===== config.mk =====
export PLATFORM = sky130hd
export DESIGN_NAME = note_sequencer
export DESIGN_NICKNAME = d
export VERILOG_FILES = /design/src/rtl/sound_pkg.sv /design/src/rtl/note_ram.sv /design/src/rtl/note_sequencer.sv
export SDC_FILE = /design/constraint.sdc
export NUM_CORES = 1
export LEC_CHECK = 0
export CORE_ASPECT_RATIO = 1.5
export CORE_MARGIN = 4
export CORE_UTILIZATION = 40
export DETAILED_ROUTE_END_ITERATION = 10
export RECOVER_POWER = 25
export SETUP_SLACK_MARGIN = 0.4
export SYNTH_ARGS = -nofsm -noshare
export SYNTH_HDL_FRONTEND = slang
export SYNTH_HIERARCHICAL = 1
export SYNTH_SLANG_ARGS = --single-unit

===== constraint.sdc =====
create_clock -name clk -period 6.1 [get_ports clk]
set_input_delay 1.22 -clock clk [delete_from_list [all_inputs] [get_ports clk]]
set_output_delay 1.22 -clock clk [all_outputs]
set_load 0.005 [all_outputs]

===== src/rtl/sound_pkg.sv =====
// Shared encodings for the tone sequencer: FSM states, pitch codes and the
// pitch-to-divider table that drives the sine clock generator.
package sound_pkg;

    typedef enum logic [1:0] {
        S_IDLE  = 2'd0,
        S_FETCH = 2'd1,
        S_PLAY  = 2'd2,
        S_GAP   = 2'd3
    } state_t;

    localparam logic [3:0] PITCH_A     = 4'd0;
    localparam logic [3:0] PITCH_DHIGH = 4'd1;
    localparam logic [3:0] PITCH_C     = 4'd2;
    localparam logic [3:0] PITCH_B     = 4'd3;
    localparam logic [3:0] PITCH_G     = 4'd4;
    localparam logic [3:0] PITCH_FIS   = 4'd5;
    localparam logic [3:0] PITCH_E     = 4'd6;
    localparam logic [3:0] PITCH_D     = 4'd7;
    localparam logic [3:0] PITCH_REST  = 4'd8;

    // Codes 8..15 are all rests and produce a zero divider.
    function automatic logic [4:0] pitch_maxval(input logic [3:0] code);
        logic [4:0] m;
        case (code)
            PITCH_A:     m = 5'd18;
            PITCH_DHIGH: m = 5'd13;
            PITCH_C:     m = 5'd15;
            PITCH_B:     m = 5'd16;
            PITCH_G:     m = 5'd20;
            PITCH_FIS:   m = 5'd21;
            PITCH_E:     m = 5'd24;
            PITCH_D:     m = 5'd27;
            default:     m = 5'd0;
        endcase
        return m;
    endfunction

endpackage


===== src/rtl/note_ram.sv =====
// Note memory: one write port, registered read. Contents are not touched by
// reset so a song survives an abort.
module note_ram #(
    parameter int DEPTH = 32,
    parameter int AW    = 5,
    parameter int W     = 17
) (
    input  logic          clk,
    input  logic          we,
    input  logic [AW-1:0] waddr,
    input  logic [W-1:0]  wdata,
    input  logic [AW-1:0] raddr,
    output logic [W-1:0]  rdata
);

    logic [W-1:0] mem [DEPTH];

    always_ff @(posedge clk) begin
        if (we)
            mem[waddr] <= wdata;
        rdata <= mem[raddr];
    end

endmodule


===== src/rtl/note_sequencer.sv =====
// Plays a stored list of {pitch, duration} notes, counting sample ticks per
// note with an optional silent gap between notes. All outputs are registered.
module note_sequencer
    import sound_pkg::*;
#(
    parameter int DEPTH     = 32,
    parameter int DUR_W     = 13,
    parameter int GAP_TICKS = 40
) (
    input  logic             clk,
    input  logic             reset,
    input  logic             tick,
    input  logic             wr_en,
    input  logic [4:0]       wr_addr,
    input  logic [3:0]       wr_pitch,
    input  logic [DUR_W-1:0] wr_dur,
    input  logic [5:0]       len,
    input  logic             loop_en,
    input  logic             start,
    input  logic             stop,
    output logic             busy,
    output logic [4:0]       sine_maxval,
    output logic             tone_on,
    output logic             tone_restart,
    output logic [4:0]       note_idx,
    output logic             done
);

    localparam int GAP_W = (GAP_TICKS > 2) ? $clog2(GAP_TICKS) : 1;
    localparam logic [GAP_W-1:0] GAP_LAST = GAP_W'((GAP_TICKS > 0) ? GAP_TICKS - 1 : 0);
    localparam bit LEGATO = (GAP_TICKS == 0);

    state_t             state, state_nxt;
    logic [5:0]         len_r;
    logic               loop_r;
    logic [3:0]         pitch_r;
    logic [DUR_W-1:0]   dur_r;
    logic [DUR_W-1:0]   cnt;
    logic [GAP_W-1:0]   gap_cnt;
    logic [DUR_W+3:0]   rd_data;
    logic [3:0]         rd_pitch, play_pitch;
    logic               start_ok, play_last, gap_last, note_end, has_next, wrap;
    logic               busy_d, tone_d, restart_d, done_d;
    logic [4:0]         max_d, idx_d;

    // Read address follows the next index so the word is ready during FETCH.
    note_ram #(.DEPTH(DEPTH), .AW(5), .W(4 + DUR_W)) u_ram (
        .clk   (clk),
        .we    (wr_en && (state == S_IDLE)),
        .waddr (wr_addr),
        .wdata ({wr_pitch, wr_dur}),
        .raddr (idx_d),
        .rdata (rd_data)
    );

    assign rd_pitch  = rd_data[DUR_W +: 4];
    assign start_ok  = start && (len != 6'd0) && (len <= 6'd32);
    // cnt holds ticks already seen; a zero duration still plays one tick.
    assign play_last = tick && (((DUR_W+1)'(cnt) + (DUR_W+1)'(1)) >= (DUR_W+1)'(dur_r));
    assign gap_last  = tick && (gap_cnt == GAP_LAST);
    assign note_end  = ((state == S_PLAY) && play_last && LEGATO) ||
                       ((state == S_GAP) && gap_last);
    assign has_next  = (6'(note_idx) + 6'd1) < len_r;
    assign wrap      = has_next || loop_r;

    always_ff @(posedge clk) begin
        if (!reset) begin
            state        <= S_IDLE;
            busy         <= 1'b0;
            sine_maxval  <= 5'd0;
            tone_on      <= 1'b0;
            tone_restart <= 1'b0;
            note_idx     <= 5'd0;
            done         <= 1'b0;
        end else begin
            state        <= state_nxt;
            busy         <= busy_d;
            sine_maxval  <= max_d;
            tone_on      <= tone_d;
            tone_restart <= restart_d;
            note_idx     <= idx_d;
            done         <= done_d;
        end
    end

    always_comb begin
        state_nxt = state;
        if (stop) begin
            state_nxt = S_IDLE;
        end else begin
            case (state)
                S_IDLE:  if (start_ok) state_nxt = S_FETCH;
                S_FETCH: state_nxt = S_PLAY;
                S_PLAY:  if (play_last)
                             state_nxt = LEGATO ? (wrap ? S_FETCH : S_IDLE) : S_GAP;
                S_GAP:   if (gap_last) state_nxt = wrap ? S_FETCH : S_IDLE;
                default: state_nxt = S_IDLE;
            endcase
        end
    end

    always_comb begin
        play_pitch = (state == S_FETCH) ? rd_pitch : pitch_r;
        busy_d     = (state_nxt != S_IDLE);
        idx_d      = note_idx;
        done_d     = 1'b0;
        restart_d  = 1'b0;
        tone_d     = 1'b0;
        max_d      = 5'd0;
        if (!stop) begin
            if ((state == S_IDLE) && start_ok)
                idx_d = 5'd0;
            if (note_end) begin
                if (has_next)    idx_d  = note_idx + 5'd1;
                else if (loop_r) idx_d  = 5'd0;
                else             done_d = 1'b1;
            end
        end
        if (state_nxt == S_PLAY) begin
            restart_d = (state == S_FETCH);
            tone_d    = (play_pitch < PITCH_REST);
            max_d     = pitch_maxval(play_pitch);
        end
    end

    always_ff @(posedge clk) begin
        if (!reset) begin
            len_r   <= 6'd0;
            loop_r  <= 1'b0;
            pitch_r <= 4'd0;
            dur_r   <= '0;
            cnt     <= '0;
            gap_cnt <= '0;
        end else begin
            if ((state == S_IDLE) && start_ok) begin
                len_r  <= len;
                loop_r <= loop_en;
            end
            if (state == S_FETCH) begin
                pitch_r <= rd_pitch;
                dur_r   <= rd_data[DUR_W-1:0];
                cnt     <= '0;
                gap_cnt <= '0;
            end
            if ((state == S_PLAY) && tick)
                cnt <= cnt + DUR_W'(1);
            if ((state == S_GAP) && tick)
                gap_cnt <= gap_cnt + GAP_W'(1);
        end
    end

endmodule


# Word level (Yosys, flattened, before mapping)

Memory sizes are Yosys's and may differ from the RTL's. A register that Yosys moved wholly into a read port is not among the register bits.
Index checks and enable logic that the tools add are counted.

$add $sub $neg: 5
Eq/ne operators: 5
Reductions and logical operators: 18
Mux-type cells: 19
Order comparisons: 4
Bitwise gates (word level): 3

Operators by type and width:

| operator                                                        | number |
|---|---|
| 13-bit 2-to-1 mux                                               | 2 |
| 5-bit 2-to-1 mux                                                | 5 |
| 13-bit by 1-bit adder with 14-bit output, second input constant | 1 |
| 14-bit by 13-bit >= comparator with 1-bit output                | 1 |
| 13-bit by 1-bit adder with 13-bit output, second input constant | 1 |
| 6-bit 2-to-1 mux                                                | 2 |
| 1-bit logical AND                                               | 9 |
| 2-bit 2-to-1 mux                                                | 4 |
| 2-bit one-hot mux with 4 select lines                           | 1 |
| 5-bit by 1-bit adder with 6-bit output, second input constant   | 1 |
| 6-bit by 1-bit adder with 6-bit output, second input constant   | 1 |
| 2-bit == test, second input constant                            | 3 |
| 6-bit == test, second input constant                            | 1 |
| 6-bit <= comparator, second input constant                      | 1 |
| 6-bit less-than comparator                                      | 1 |
| 2-bit nonzero test                                              | 3 |
| 6-bit nonzero test                                              | 1 |
| 5-bit by 1-bit adder with 5-bit output, second input constant   | 1 |
| 4-bit less-than comparator, second input constant               | 1 |
| 1-bit 2-to-1 mux                                                | 4 |
| 4-bit 2-to-1 mux                                                | 1 |
| 4-bit OR reduction                                              | 1 |
| 1-bit NOT                                                       | 3 |
| 3-bit OR reduction                                              | 1 |
| 4 further kinds                                                 | 4 |

Memories: 2
Bits in writable memories: 544
ROM bits: 40
Bits of input ports: 35
Flip-flop bits (word level): 54

Memory list:

| name             | words | bits a word | read ports | clocked after Yosys merged registers in | wr ports | line            | RTL |
|---|---|---|---|---|---|---|---|
| u_ram.mem        | 32    | 17          | 1          | 1                                       | 1        | note_ram.sv:16  | `logic [W-1:0] mem [DEPTH];` |
| (name not given) | 8     | 5           | 1          | 1                                       | 0        | sound_pkg.sv:25 | `case (code)` |

# Logic depth before layout (Yosys ltp)

Depth after elaboration: 10
Depth in mapped cells: 16

# Cells and area by module

Netlist, hierarchy kept.

Modules (own cells, without submodules):

| module         | area each (um^2) | instances | cells an instance |
|---|---|---|---|
| note_ram       | 21737.1          | 1         | 1212 |
| note_sequencer | 3294.4           | 1         | 408 |

# Worst setup path before layout

Ideal clock, no wire load.

Path kind: input -> register
Start: in tick
End: reg u_ram.rdata[10], read port of u_ram.mem
Path slack: 2.315 ns
Path buffers: 4
Stages: 13
Arrival time: 3.661 ns
Path through: clkbuf_1 nand3_1 or3_4 nor3_2 nand2b_1 mux2i_1 buf_6 buf_6 buf_6 mux2i_1 a22oi_1 a31oi_1 nand3_1

Longest elaborated chain between the ends: 4

Ends and longest elaborated chain:

| what               | line                  | RTL |
|---|---|---|
| start: declaration | note_sequencer.sv:12  | `input logic tick,` |
| 1-bit logical AND  | note_sequencer.sv:60  | `assign gap_last = tick && (gap_cnt == GAP_LAST);` |
| 1-bit logical AND  | note_sequencer.sv:62  | `((state == S_GAP) && gap_last);` |
| 5-bit 2-to-1 mux   | note_sequencer.sv:113 | `if (note_end) begin` |
| 5-bit 2-to-1 mux   | note_sequencer.sv:110 | `if (!stop) begin` |
| named net idx_d[0] | note_sequencer.sv:44  | `logic [4:0] max_d, idx_d;` |
| end: declaration   | note_ram.sv:13        | `output logic [W-1:0] rdata` |

The timed path passes the listed nets, and every way through them passes these cells.
A chain may end at the register's enable or synchronous reset.

# Worst setup path in the final report

Start: in tick
End: reg u_ram.rdata[8], read port of u_ram.mem

Same word-level chain as after synthesis.

==> flow_metrics.tcl <==
set metrics [dict create \
    grt_pass1_wl_um 86000 \
    cts_tree "built" \
    final_nets 1759 \
    drive_gt1_share_pct 9.27 \
    rsz0062_at_grt "no" \
    power_w 0.00841 \
    synth_ff_type "edfxtp_1" \
    yosysWarningCount 6 \
    grt_pass1_vias 14200 \
    setup_violations 0 \
    p_per_area_nw_per_um2 296 \
    syn-cell-area_um2 25000 \
    cts_buffers 56 \
    dieArea_um2 66700 \
    vias 13800 \
    post-route-period-util_pct 76.8 \
    syn-num-nets 1677 \
    maxSlewViolCount 220 \
    vias_per_cell 5.41 \
    cts_root_buffer "clkbuf_16" \
    wirelength_um 56900 \
    post-cts-setup-buffers 0 \
    grt_usage_pct 16.8 \
    gp_congestion 0.791 \
    remaining_drc_errors 0 \
    routedWlPerCell_um 22.3 \
    hold_violations 0 \
    status "finished with violations" \
    grt_max_degree 98 \
    port_buffers 48 \
    syn_avg_cell_area_um2 15.5 \
    postRouteAntennaNets 0 \
    placedCellCount 2442 \
    tns_ns 0 \
    clkSinkCount 620 \
    cts_resized 0 \
    critPathKind "in2reg" \
    clk_latency_ns 0.59 \
    start_util_pct 40.3 \
    area_growth_pct 13.5 \
    path_max_fanout 97 \
    post-route-util_pct 45.8 \
    hold_path.class "reg2reg" \
    chipHeight_um 314 \
    fin_cells 2546 \
    clock_path_buffers 3 \
    fin_worst_skew_ns 0.0134 \
    relSlewSlack_pct -38.6 \
    row_count 112 \
    async_reset_ff_share_pct 0 \
    drt_iter0_markers 1013 \
    violations "max-capacitance violations, max-slew violations" \
    synth-edff-count 544 \
    total_leakage_power_nw 8.71 \
    hpwlAfterDp_um 36800 \
    coreArea_um2 62100 \
    crit_path_end_kind "flop" \
    drv_cap 6 \
    ir_drop_mv 0.198 \
    io_pins 49 \
    synth.yosys.seq_area_share_pct 71.3 \
    fmax_mhz 213 \
    die_w_um 212 \
    ys_ff_latch 620 \
    clk_pin_slew_ns 0.06 \
    yosysUniqueCellTypes 62 \
    grt_overflow 0 \
    start_kind "primary input" \
    htreeDepth 2 \
    cts_hold_buffers 0 \
    worstPathArrival_ns 5.14 \
    dr.pass1.iters 5 \
    worstMarginPinSlew_ns 2.08 \
    antenna_found_initial 1 \
    crit_required_ns 6.55 \
    fin_crit_ns 4.68 \
    syn_inst 1620 \
]
==> registers in the layout, indices dropped and copies added, names as in the netlist, 2 cells and up <==
name,flops
len_r,6
sine_maxval,5
dur_r,13
gap_cnt,6
u_ram/mem,544
u_ram/rdata,17
state,2
note_idx,5
cnt,13
pitch_r,4
==> synthesized netlist by cell type (all sizes together) (3+ instances only) <==
cell,count,area [µm²]
nand3b,6,45.0
edfxtp,544,16300
nor2b,24,150
nor4,4,25.0
a22oi,69,518
and3,3,18.8
a21oi,50,250
clkbuf,34,131
mux2i,281,2810
ha,22,275
a211oi,5,37.5
inv,27,101
a21boi,23,173
buf,59,467
nand4,24,150
nand2,104,390
a31oi,22,153
nand2b,7,43.8
nand3,50,250
or2,3,18.8
xor2,6,52.6
and2,5,31.3
xnor2,6,52.6
nor3,33,170
o21ai,15,75.1
nor2,47,176
a22o,34,298
dfxtp,76,1520
or3,6,47.5
or3b,4,35.0
==> placed cells by master, fill, tap and decap left out, types with 7 or more instances in the layout <==
cell | netlist | layout
a21boi_0 | 23 | 23
a21oi_1 | 50 | 50
a22o_1 | 34 | 34
a22oi_1 | 69 | 69
a31oi_1 | 21 | 21
buf_12 | 0 | 7
buf_4 | 12 | 55
bufinv_16 | 0 | 7
clkbuf_1 | 33 | 25
clkbuf_16 | 0 | 57
clkdlybuf4s50_1 | 0 | 38
dfxtp_1 | 76 | 76
dlygate4sd3_1 | 0 | 10
edfxtp_1 | 544 | 544
ha_1 | 22 | 22
inv_1 | 27 | 27
mux2i_1 | 281 | 280
nand2_1 | 104 | 104
nand2b_1 | 7 | 7
nand3_1 | 50 | 50
nand4_1 | 24 | 24
nor2_1 | 47 | 46
nor2b_1 | 24 | 22
nor3_1 | 32 | 32
o21ai_0 | 11 | 11
==> final cells by class <==
class                      instances  area [µm²]
clock inverter                    22         308
antenna                            1        2.50
multi-input combinational        880        6520
fill                            5379       33700
sequential                       620       17900
inverter                          27         101
timing repair buffer             117        1060
tap                              798         998
clock buffer                      81        1580
==> final timing paths <==
check	start	endpoint	slack, ns	cells after the start
setup / recovery	tick	u_ram/rdata[8]	1.42	11
hold / removal	u_ram/rdata[0]	dur_r[0]	0.46	2
setup reg to reg	note_idx[0]	u_ram/rdata[8]	1.46	14
hold reg to reg	u_ram/rdata[0]	dur_r[0]	0.46	2
==> worst max-delay path, stage by stage <==
cell	delay (ns)
clkdlybuf4s50_1	0.62
nand3_1	0.19
or3_4	0.45
nor3_2	0.50
nand2b_1	0.17
mux2i_4	0.40
buf_12	0.51
mux2i_1	0.40
nand2_1	0.10
a31oi_1	0.27
nand3_1	0.10
==> stage by stage <==
step	worst slack, ns	area (µm²)	hold slack, ns
finish	1.42	28400	0.457
global route	1.05	28400	0.487
CTS	1.48	28400	0.455
detailed placement	0.858	26600	0.446
global placement	0.979	26600	0.447
floorplan	2.31	25000	0.426
==> cells by family after synthesis <==
kind of cell    share of synthesized area, %
buf+inv                                 2.79
compound gates                          6.69
fa+ha+maj                               1.10
flops                                   71.3
xor+xnor                               0.420
mux                                     11.3
simple gates                            6.33
==> power breakdown <==
group / internal (W) / switching [W] / total, W
Combinational: 0.0000510 / 0.000124 / 0.000175
Clock: 0.00209 / 0.00148 / 0.00358
Sequential: 0.00465 / 0.00000984 / 0.00466
Total: 0.00679 / 0.00162 / 0.00841
==> routing by layer <==
layer  track usage [%]  share of wire [%]  routed length [µm]
met5                 0                  0                   0
met4              6.20                3.5                1990
met3              2.37                4.5                2540
met2              31.1                 54               30600
met1              19.7                 38               21800
No activity file was read; power rests on OpenSTA's default activity.
